$ cat config.mk
export PLATFORM = sky130hd
export DESIGN_NAME = shift_issue_stage
export DESIGN_NICKNAME = d
export VERILOG_FILES = /design/src/rtl/shift_issue_stage.sv
export SDC_FILE = /design/constraint.sdc
export NUM_CORES = 1
export LEC_CHECK = 0
export ABC_CLOCK_PERIOD_IN_PS = 4800
export CORE_ASPECT_RATIO = 1.1
export CORE_MARGIN = 2
export CORE_UTILIZATION = 50
export DETAILED_ROUTE_END_ITERATION = 8
export PLACE_DENSITY = 0.75
export REMOVE_ABC_BUFFERS = 1
export SKIP_LAST_GASP = 1
export SLEW_MARGIN = 20
export SYNTH_ARGS = -nofsm -noshare
export SYNTH_HDL_FRONTEND = slang
export SYNTH_SLANG_ARGS = --single-unit
$ cat constraint.sdc
create_clock -name clk -period 4.8 [get_ports clk]
set_clock_uncertainty 0.2 [all_clocks]
set_input_delay 0.48 -clock clk [delete_from_list [all_inputs] [get_ports clk]]
set_output_delay 0.48 -clock clk [all_outputs]
set_load 0.01 [all_outputs]
$ cat src/rtl/shift_issue_stage.sv
// Issue/buffer stage in front of a combinational left barrel shifter.
// Queues (data, amount) commands, presents the head to the shifter and registers the result.
module shift_issue_stage #(
    parameter int N     = 8,
    parameter int DEPTH = 4
) (
    input  logic                       clk,
    input  logic                       rst_n,
    input  logic                       in_valid,
    output logic                       in_ready,
    input  logic [N-1:0]               in_data,
    input  logic [$clog2(N)-1:0]       in_amt,
    output logic [N-1:0]               sh_data,
    output logic [$clog2(N)-1:0]       sh_amt,
    input  logic [N-1:0]               sh_result,
    output logic                       out_valid,
    input  logic                       out_ready,
    output logic [N-1:0]               out_data,
    output logic [$clog2(N)-1:0]       out_amt,
    output logic [$clog2(DEPTH+1)-1:0] count
);

    localparam int AW = $clog2(N);
    localparam int PW = $clog2(DEPTH);
    localparam int CW = $clog2(DEPTH + 1);

    logic [N-1:0]  fifo_data [DEPTH];
    logic [AW-1:0] fifo_amt  [DEPTH];
    logic [PW-1:0] wr_ptr;
    logic [PW-1:0] rd_ptr;
    logic [CW-1:0] count_next;
    logic          not_empty;
    logic          push;
    logic          pop;

    always_comb begin
        not_empty  = (count != '0);
        push       = in_valid && in_ready;
        pop        = not_empty && (!out_valid || out_ready);
        count_next = count;
        if (push && !pop) begin
            count_next = count + 1'b1;
        end else if (pop && !push) begin
            count_next = count - 1'b1;
        end
    end

    // Empty FIFO presents zeros so the shifter never sees stale or unknown storage.
    always_comb begin
        sh_data = '0;
        sh_amt  = '0;
        if (not_empty) begin
            sh_data = fifo_data[rd_ptr];
            sh_amt  = fifo_amt[rd_ptr];
        end
    end

    always_ff @(posedge clk) begin
        if (push) begin
            fifo_data[wr_ptr] <= in_data;
            fifo_amt[wr_ptr]  <= in_amt;
        end
    end

    // in_ready is registered from the next occupancy, so it never depends on same-cycle pops.
    always_ff @(posedge clk or negedge rst_n) begin
        if (!rst_n) begin
            wr_ptr   <= '0;
            rd_ptr   <= '0;
            count    <= '0;
            in_ready <= 1'b0;
        end else begin
            if (push) begin
                wr_ptr <= wr_ptr + 1'b1;
            end
            if (pop) begin
                rd_ptr <= rd_ptr + 1'b1;
            end
            count    <= count_next;
            in_ready <= (count_next < CW'(DEPTH));
        end
    end

    always_ff @(posedge clk or negedge rst_n) begin
        if (!rst_n) begin
            out_valid <= 1'b0;
            out_data  <= '0;
            out_amt   <= '0;
        end else if (pop) begin
            out_valid <= 1'b1;
            out_data  <= sh_result;
            out_amt   <= sh_amt;
        end else if (out_ready) begin
            out_valid <= 1'b0;
        end
    end

endmodule
After elaboration in Yosys (flattened, before gate mapping)
Memories as Yosys holds them, arrays and structs flattened.
Cells that the tools add are included.
{"block": "word_totals", "mem_bits_rw": 44, "out_inout_bits": 27, "memories": 2, "inputBits": 23, "mem_bits_ro": 0, "register_bits": 20, "latchBits": 0}
{"memory": "fifo_data", "words": 4, "word_bits": 8, "rd": 1, "rd_ports_with_merged_regs": 0, "write_ports": 1, "line": "27", "source": "logic [N-1:0] fifo_data [DEPTH];"}
{"memory": "fifo_amt", "words": 4, "word_bits": 3, "rd": 1, "rd_ports_with_merged_regs": 0, "write_ports": 1, "line": "28", "source": "logic [AW-1:0] fifo_amt [DEPTH];"}
{"block": "op_classes", "add_sub_neg": 4, "n_eq_ne": 0, "reduce_logical": 10, "mul": 0, "div_mod_pow": 0, "bitwise": 0, "shift": 0, "magnitude_cmp": 1, "muxes": 8}
{"cell": "2-to-1 mux 3 bit", "n": 3}
{"cell": "2-to-1 mux 8 bit", "n": 1}
{"cell": "adder 2 x 1 -> 2 bit, second input constant", "n": 2}
{"cell": "logical AND 1 bit", "n": 4}
{"cell": "2-to-1 mux 1 bit", "n": 4}
{"cell": "adder 3 x 1 -> 3 bit, second input constant", "n": 1}
{"cell": "zero test 1 bit", "n": 3}
{"cell": "less-than comparator 3 bit, second input constant", "n": 1}
{"cell": "nonzero test 3 bit", "n": 1}
{"cell": "subtractor 3 x 1 -> 3 bit, second input constant", "n": 1}
{"cell": "nonzero test 2 bit", "n": 1}
{"cell": "logical OR 1 bit", "n": 1}

Depth between registers and ports, before layout
Gate-level depths: netlist (run 1).
{"block": "depth", "depth_word": 7, "ltp_mapped": 11}

Least setup slack after synthesis (run 1)
Ideal clock, no wire load.
{"block": "synth_path", "kind": "register to register", "start": "register count[0]", "end": "register in_ready", "slack_ns": 2.632, "arrival_time_ns": 1.835, "required_ns": 4.466, "path_buffers": 2, "period_less_slack_ns": 2.168, "setup_time_ns": 0.134, "path_stages_with_launch": 12, "path_cell_list": "dfrtp_1 > inv_1 > ha_1 > nor2b_4 > nor2b_2 > buf_6 > buf_8 > inv_2 > ha_1 > nor2b_1 > a22oi_1 > xor2_1"}
{"block": "synth_between", "elab_chain_len": 6, "elab_cells_between_ends": 10, "cone_classes": "2 x add/sub; 1 x order compare; 2 x mux; 5 x reduce/logical"}
{"element": "start, declared", "line": "20", "source": "output logic [$clog2(DEPTH+1)-1:0] count"}
{"element": "start signal, assigned", "line": "79", "source": "count <= count_next;"}
{"element": "nonzero test 3 bit *", "line": "37", "source": "not_empty = (count != '0);"}
{"element": "logical AND 1 bit *", "line": "39", "source": "pop = not_empty && (!out_valid || out_ready);"}
{"element": "net pop", "line": "34", "source": "logic pop;"}
{"element": "logical AND 1 bit / zero test 1 bit (equally long branches)", "line": "43, 41"}
{"element": "2-to-1 mux 3 bit / logical AND 1 bit (equally long branches)", "line": "43, 41"}
{"element": "2-to-1 mux 3 bit *", "line": "41", "source": "if (push && !pop) begin"}
{"element": "less-than comparator 3 bit *", "line": "80", "source": "in_ready <= (count_next < CW'(DEPTH));"}
{"element": "end signal, assigned", "line": "80"}
{"element": "end, declared", "line": "10", "source": "output logic in_ready,"}
Mark *: on every way through the listed nets, which the timed path passes. The rest lies on a longest branch.
A chain may end at the register's enable or synchronous reset.

Final worst setup path (run 1)
{"block": "layout_path", "start": "register rd_ptr[0]", "end": "output port sh_amt[0]"}
{"block": "layout_between", "elab_chain_len": 2}
{"element": "start, declared", "line": "30", "source": "logic [PW-1:0] rd_ptr;"}
{"element": "start signal, assigned", "line": "77", "source": "rd_ptr <= rd_ptr + 1'b1;"}
{"element": "memory read (4 x 3 bit)"}
{"element": "2-to-1 mux 3 bit", "line": "52", "source": "if (not_empty) begin"}
{"element": "end, declared", "line": "14", "source": "output logic [$clog2(N)-1:0] sh_amt,"}
Every way passes these cells.

==> results by group, run 1 <==
Global route
  • GR Overflow Total: 0
  • All-Layer GR Usage: 0.179
  • Pin count of the biggest net entering global routing: 21
  • Vias in the first global route: 1,501
  • First-pass GRT wire length: 7610 um
  • Antenna violations before repair: 0

Final layout
  • Antenna Cells: 0
  • Number of standard cells in the final layout excluding fillers: 281
  • Most common cell after layout, fill and taps aside: clkdlybuf4s50_1
  • Ratio of cells with drive above 1 in the final layout: 0.163
  • Nets: 236
  • Final Util: 0.663
  • Area Overhead vs Synth: 25.9%
  • Post-route design area: 0.00338 mm2
  • Most frequent cells in the layout: clkdlybuf4s50_1 (49), edfxtp_1 (44), dfrtp_1 (20)
  • Filler Cell Count: 361

Synth
  • Area leader, netlist: edfxtp_1
  • Seq/Total Area, Yosys: 0.678
  • Cell count after synthesis: 149
  • Synth warn: 0
  • Top-area cell type share of the netlist area: 0.492
  • Mean post-synth cell area: 18.0 um2
  • Synthesized area: 0.00269 mm2
  • Netlist cell types: 29
  • Cells taking the most area after synthesis: edfxtp_1 (49%), dfrtp_1 (19%), mux4_2 (9.2%)
  • Synthesized flop and latch total: 64

Critical path
  • Crit-path cells: mux4_2, nor2b_1, clkdlybuf4s50_1
  • CP Launch Type: register
  • Crit path max-delay family: flip-flops
  • Buf/Inv on CP: 1
  • Crit. End Element: primary output
  • Slowest CP cell: dfrtp_1
  • Crit Path Max Fanout: 13
  • Critical Path RT: 4.12 ns
  • CP arrival: 2.42 ns
  • WS Path Type: reg2out
  • CP max stage delay: 0.84 ns

Timing
  • Max Slew Vio Count: 0
  • Worst-Margin Slew: 0.910 ns
  • Final Critical Period: 3.10 ns
  • Unrepaired setup endpoints after global routing: false
  • Period utilisation layout: 0.645
  • Final hold violations: 0
  • Max-slew headroom: 0.391
  • Max Freq: 323 MHz
  • Final worst slack: 1.70 ns
  • Hold_ws: 0.286 ns
  • Setup_tns: 0 ns
  • Setup violators final: 0

Route
  • Drt total wl: 4750 um
  • WL per Instance: 16.9 um
  • DRC: 0
  • Iteration-0 DRC Markers: 70
  • Drt via density: 5.11
  • Via count: 1,437
  • ANT nets after route: 0
  • DRT Pass-1 Iters: 4

Place
  • Hpwl dp: 3360 um
  • PortBufs: 49
  • GP Congestion: 0.759
  • Post-place setup slack: 1.79 ns
  • Placed inst area: 0.00322 mm2
  • Post-Place Cells: 265

Power
  • Part of the power in registers: 0.416
  • Leak pwr: 1.26 nW
  • PwrDens: 616 mW/mm2
  • Gate power share: 0.400
  • Overall Power: 2.08 mW
  • Clk pwr share: 0.184
  • Switch Pwr: 0.639 mW
  • Internal power: 1.44 mW
  • Sw frac: 0.307
  • Peak supply drop: 0.285 mV

Die
  • Full die area: 0.00597 mm2
  • Starting density of the core: 0.526
  • Chip Width: 73.9 um
  • Die Y: 80.9 um
  • CORE AREA: 0.00510 mm2
  • Site Rows: 27
  • Ports: 50

Clock network
  • Worst-skew pair later-pin latency: 0.32 ns
  • H-tree depth: 3
  • Setup repair bufs after CTS: 0
  • PostCTS Resize Cnt: 0
  • Max Buffers Root-to-Sink: 2
  • CTS buffer count: 9
  • Hold buffers post-CTS: 0
  • Clock Root Buffer: clkbuf_8
  • Clock slew at reported path FFs: 0.06 ns
  • Sink Count: 64
  • CTS tree: built

Worst hold path
  • Hold Crit Class: reg2reg

Status
  • Status: finished clean

Run
  • Maxcap violations: 0
worst register-to-register path: stages, from the launching register on:
cell and delay [ns]:
dfrtp_1 0.42, inv_1 0.09, ha_1 0.20, nor2b_4 0.18, nor2b_2 0.69, ha_1 0.44, nor3b_1 0.21, o21ai_0 0.12
o211ai_1 0.14
cell type report:
| class | instances | area, um2 | share of cell area |
|---|---|---|---|
| Multi-Input combinational cell | 74 | 795 | 0.235 |
| Timing Repair Buffer | 49 | 490 | 0.145 |
| Tap cell | 72 | 90.1 | 0.0266 |
| Clock inverter | 2 | 8.76 | 0.00259 |
| Inverter | 6 | 22.5 | 0.00666 |
| Clock buffer | 14 | 153 | 0.0452 |
| Sequential cell | 64 | 1820 | 0.539 |
sequential cells by signal, summed over array words and instances, names as in the netlist, named ones only:
name,flops
fifo_data,32
fifo_amt,12
out_data,8
out_amt,3
count,2
rd_ptr,2
wr_ptr,2
in_ready,1
out_valid,1
cell families (layout without fill, tap and decap cells):
family / after synthesis / in the layout / synth area share
flip-flops: 64 / 64 / 0.678
AND/OR/NAND/NOR: 31 / 31 / 0.0741
multiplexers: 23 / 23 / 0.152
buffers and inverters: 11 / 71 / 0.0256
adder cells (fa/ha/maj): 9 / 9 / 0.0419
AO/OA/AOI/OAI: 7 / 7 / 0.0149
XOR/XNOR: 4 / 4 / 0.0130
metal layers:
metal	routed length, um	vias up	global-route usage
li1	-	665	-
met1	1950	741	0.226
met2	2610	27	0.296
met3	153	4	0.0447
met4	32	0	0.0709
met5	0	-	0
final timing paths:
| kind | startpoint | to | slack, ns | cells past startpoint |
|---|---|---|---|---|
| min reg2reg | out_data[7] | out_data[7] | 0.29 | 1 |
| max in group asynchronous | rst_n | in_ready | 3.37 | 1 |
| max reg2reg | count[0] | register | 2.00 | 8 |
| max | rd_ptr[0] | sh_amt[0] | 1.70 | 3 |
| min | out_data[7] | out_data[7] | 0.29 | 1 |
| min in group asynchronous | rst_n | out_amt[0] | 0.47 | 1 |
synthesized netlist by cell type:
cell and n:
nand2b_1 1, nor2b_2 1, nand3_1 1, mux2_4 7, mux2i_1 1, dfrtp_1 20, buf_8 1, o211ai_1 1
buf_1 1, nor2_1 1, a22oi_1 1, nor3b_1 1, inv_1 5, mux2_1 3, buf_6 2, inv_2 1
nor2b_1 13, nor2b_4 2, buf_2 1, mux2_2 1, nand3b_1 2, edfxtp_1 44, nand2_1 5, o21ai_0 5
xnor2_1 2, ha_1 9, xor2_1 2, and3_1 4, mux4_2 11
power groups by stage:
stage	Combinational (mW)	Sequential, mW	Clock, mW
CTS	0.847	0.871	0.389
finish	0.833	0.868	0.383
global placement	0.812	0.868	0
global route	0.913	0.889	0.417
floorplan	0.461	0.877	0
detailed placement	0.843	0.882	0
Note: power is estimated with default switching activity, not from simulation.
==> inputs of run 2 (changes only) <==
Settings changed: ABC_CLOCK_PERIOD_IN_PS 4800 to 3000.
Clock period 4.8 ns to 3 ns, I/O delays scaled along.
==> results by group, run 2 (synthesis gave the netlist of run 1 again) <==
Status
  • Status: finished clean

Power
  • Clk pwr share: 0.174 (-0.010)
  • Sw frac: 0.308 (+0.00121)
  • Overall Power: 3.34 mW (+60%)
  • Gate power share: 0.418 (+0.018)
  • Part of the power in registers: 0.407 (-0.009)
  • Peak supply drop: 0.513 mV (+80%)
  • Leak pwr: 1.28 nW (+1.2%)
  • Switch Pwr: 1.03 mW (+61%)
  • PwrDens: 983 mW/mm2 (+59%)
  • Internal power: 2.31 mW (+60%)

Clock network
  • PostCTS Resize Cnt: 0 (unchanged)
  • Clock slew at reported path FFs: 0.07 ns (about the same)
  • Clock Root Buffer: clkbuf_8
  • Worst-skew pair later-pin latency: 0.33 ns (about the same)
  • Sink Count: 64 (unchanged)
  • Setup repair bufs after CTS: 0 (unchanged)
  • Max Buffers Root-to-Sink: 2 (unchanged)
  • Hold buffers post-CTS: 0 (unchanged)
  • CTS tree: built
  • CTS buffer count: 9 (unchanged)
  • H-tree depth: 3 (unchanged)

Critical path
  • Crit. End Element: primary output
  • Crit-path cells: buf_12, mux4_2, nor2b_1, clkdlybuf4s50_1
  • Slowest CP cell: dfrtp_1
  • CP Launch Type: register
  • WS Path Type: reg2out
  • Buf/Inv on CP: 2 (+1)
  • Crit Path Max Fanout: 8 (-5)
  • R2R setup slack: 0.68 ns (-1.32 ns)
  • Worst r2r src: count[0]
  • Critical Path RT: 2.50 ns (-1.62 ns)
  • CP max stage delay: 0.58 ns (-0.26 ns)
  • Crit path max-delay family: buffers and inverters
  • Path depth of the worst reg2reg path: 8 (unchanged)
  • CP arrival: 2.27 ns (-0.15 ns)

Route
  • Iteration-0 DRC Markers: 59 (-16%)
  • Drt total wl: 4750 um (unchanged)
  • DRT Pass-1 Iters: 4 (unchanged)
  • Via count: 1,444 (+0.49%)
  • WL per Instance: 16.8 um (-0.71%)
  • ANT nets after route: 0 (unchanged)
  • DRC: 0 (unchanged)
  • Drt via density: 5.10 (-0.22%)

Global route
  • First-pass GRT wire length: 7190 um (-5.5%)
  • GR Overflow Total: 0 (unchanged)
  • Pin count of the biggest net entering global routing: 21 (unchanged)
  • Vias in the first global route: 1,432 (-4.6%)
  • Antenna violations before repair: 0 (unchanged)
  • All-Layer GR Usage: 0.172 (-0.00693)

Final layout
  • Most common cell after layout, fill and taps aside: clkdlybuf4s50_1
  • Antenna Cells: 0 (unchanged)
  • Most frequent cells in the layout: clkdlybuf4s50_1 (49), edfxtp_1 (44), dfrtp_1 (20)
  • Final Util: 0.667 (+0.00392)
  • Reg with most FFs: fifo_data
  • Area Overhead vs Synth: 26.7%
  • Regs by FF count: fifo_data (32), fifo_amt (12), out_data (8)
  • Max reg flops: 32 (unchanged)
  • Ratio of cells with drive above 1 in the final layout: 0.175 (+0.0127)
  • Nets: 238 (+0.85%)

Timing
  • Unrepaired setup endpoints after global routing: false
  • Period utilisation layout: 0.922
  • Setup_tns: 0 ns (unchanged)
  • Max Freq: 362 MHz
  • Setup violators final: 0 (unchanged)
  • Final hold violations: 0 (unchanged)
  • Hold_ws: 0.288 ns (+0.00208 ns)
  • Max-slew headroom: 0.386 (-0.00500)
  • Final Critical Period: 2.77 ns
  • Max Slew Vio Count: 0 (unchanged)
  • Worst-Margin Slew: 0.917 ns (+0.00748 ns)

Die
  • Ports: 50 (unchanged)
  • Starting density of the core: 0.526 (unchanged)
  • Full die area: 0.00597 mm2 (unchanged)
  • Site Rows: 27 (unchanged)
  • Chip Width: 73.9 um (unchanged)
  • CORE AREA: 0.00510 mm2 (unchanged)
  • Die Y: 80.9 um (unchanged)

Worst hold path
  • Hold Crit Class: in2async

Run
  • Maxcap violations: 0 (unchanged)

Place
  • PortBufs: 49 (unchanged)
  • GP Congestion: 0.783 (+3.2%)
  • Hpwl dp: 3330 um (-0.88%)
## run 2: cell count changes in the layout (fill, tap and decap cells not counted)
| cell | change |
|---|---|
| buf_4 | +1 |
| clkinv_1 | +2 |
| clkinv_2 | +2 |
| clkbuf_8 | -1 |
| buf_12 | +1 |
| clkbuf_1 | -3 |
## run 2: worst max path at each step
stage / start / to / cells after the start
floorplan: count[0] / register / 8
global placement: rd_ptr[0] / sh_amt[2] / 4
detailed placement: rd_ptr[0] / sh_amt[2] / 4
CTS: rd_ptr[0] / sh_amt[2] / 4
global route: rd_ptr[0] / sh_amt[2] / 4
finish: rd_ptr[0] / sh_amt[2] / 4
## run 2: layout make-up
class | instances | area, um2
repair buffers | 51 | 518
flip-flops and latches | 64 | 1820
inverters | 6 | 22.5
multi-input cells | 74 | 795
well taps | 72 | 90.1
fillers | 362 | 1700
clock buffers | 10 | 128
clock inverters | 6 | 26.3
## run 2: per-layer routing
| layer | track usage | part of all wire | wire length, um |
|---|---|---|---|
| met2 | 0.278 | 0.55 | 2620 |
| met1 | 0.209 | 0.40 | 1890 |
| met3 | 0.0583 | 0.047 | 224 |
| met4 | 0.0764 | 0.0040 | 19 |
| met5 | 0 | 0 | 0 |
## run 2: per-stage QoR
step           std cells  worst slack (ns)  area (um2)
2_1_floorplan        144             0.543        2640
3_3_place_gp         267             0.573        3250
3_5_place_dp         267             0.563        3250
4_1_cts              283             0.197        3400
5_1_grt              283             0.113        3400
6_report             283             0.235        3400
## run 2: power groups by stage
stage	logic, mW	clock network (mW)	registers, mW
6_report	1.40	0.583	1.36
5_1_grt	1.51	0.636	1.39
4_1_cts	1.42	0.600	1.37
3_5_place_dp	1.41	0	1.38
3_3_place_gp	1.37	0	1.36
2_1_floorplan	0.738	0	1.40
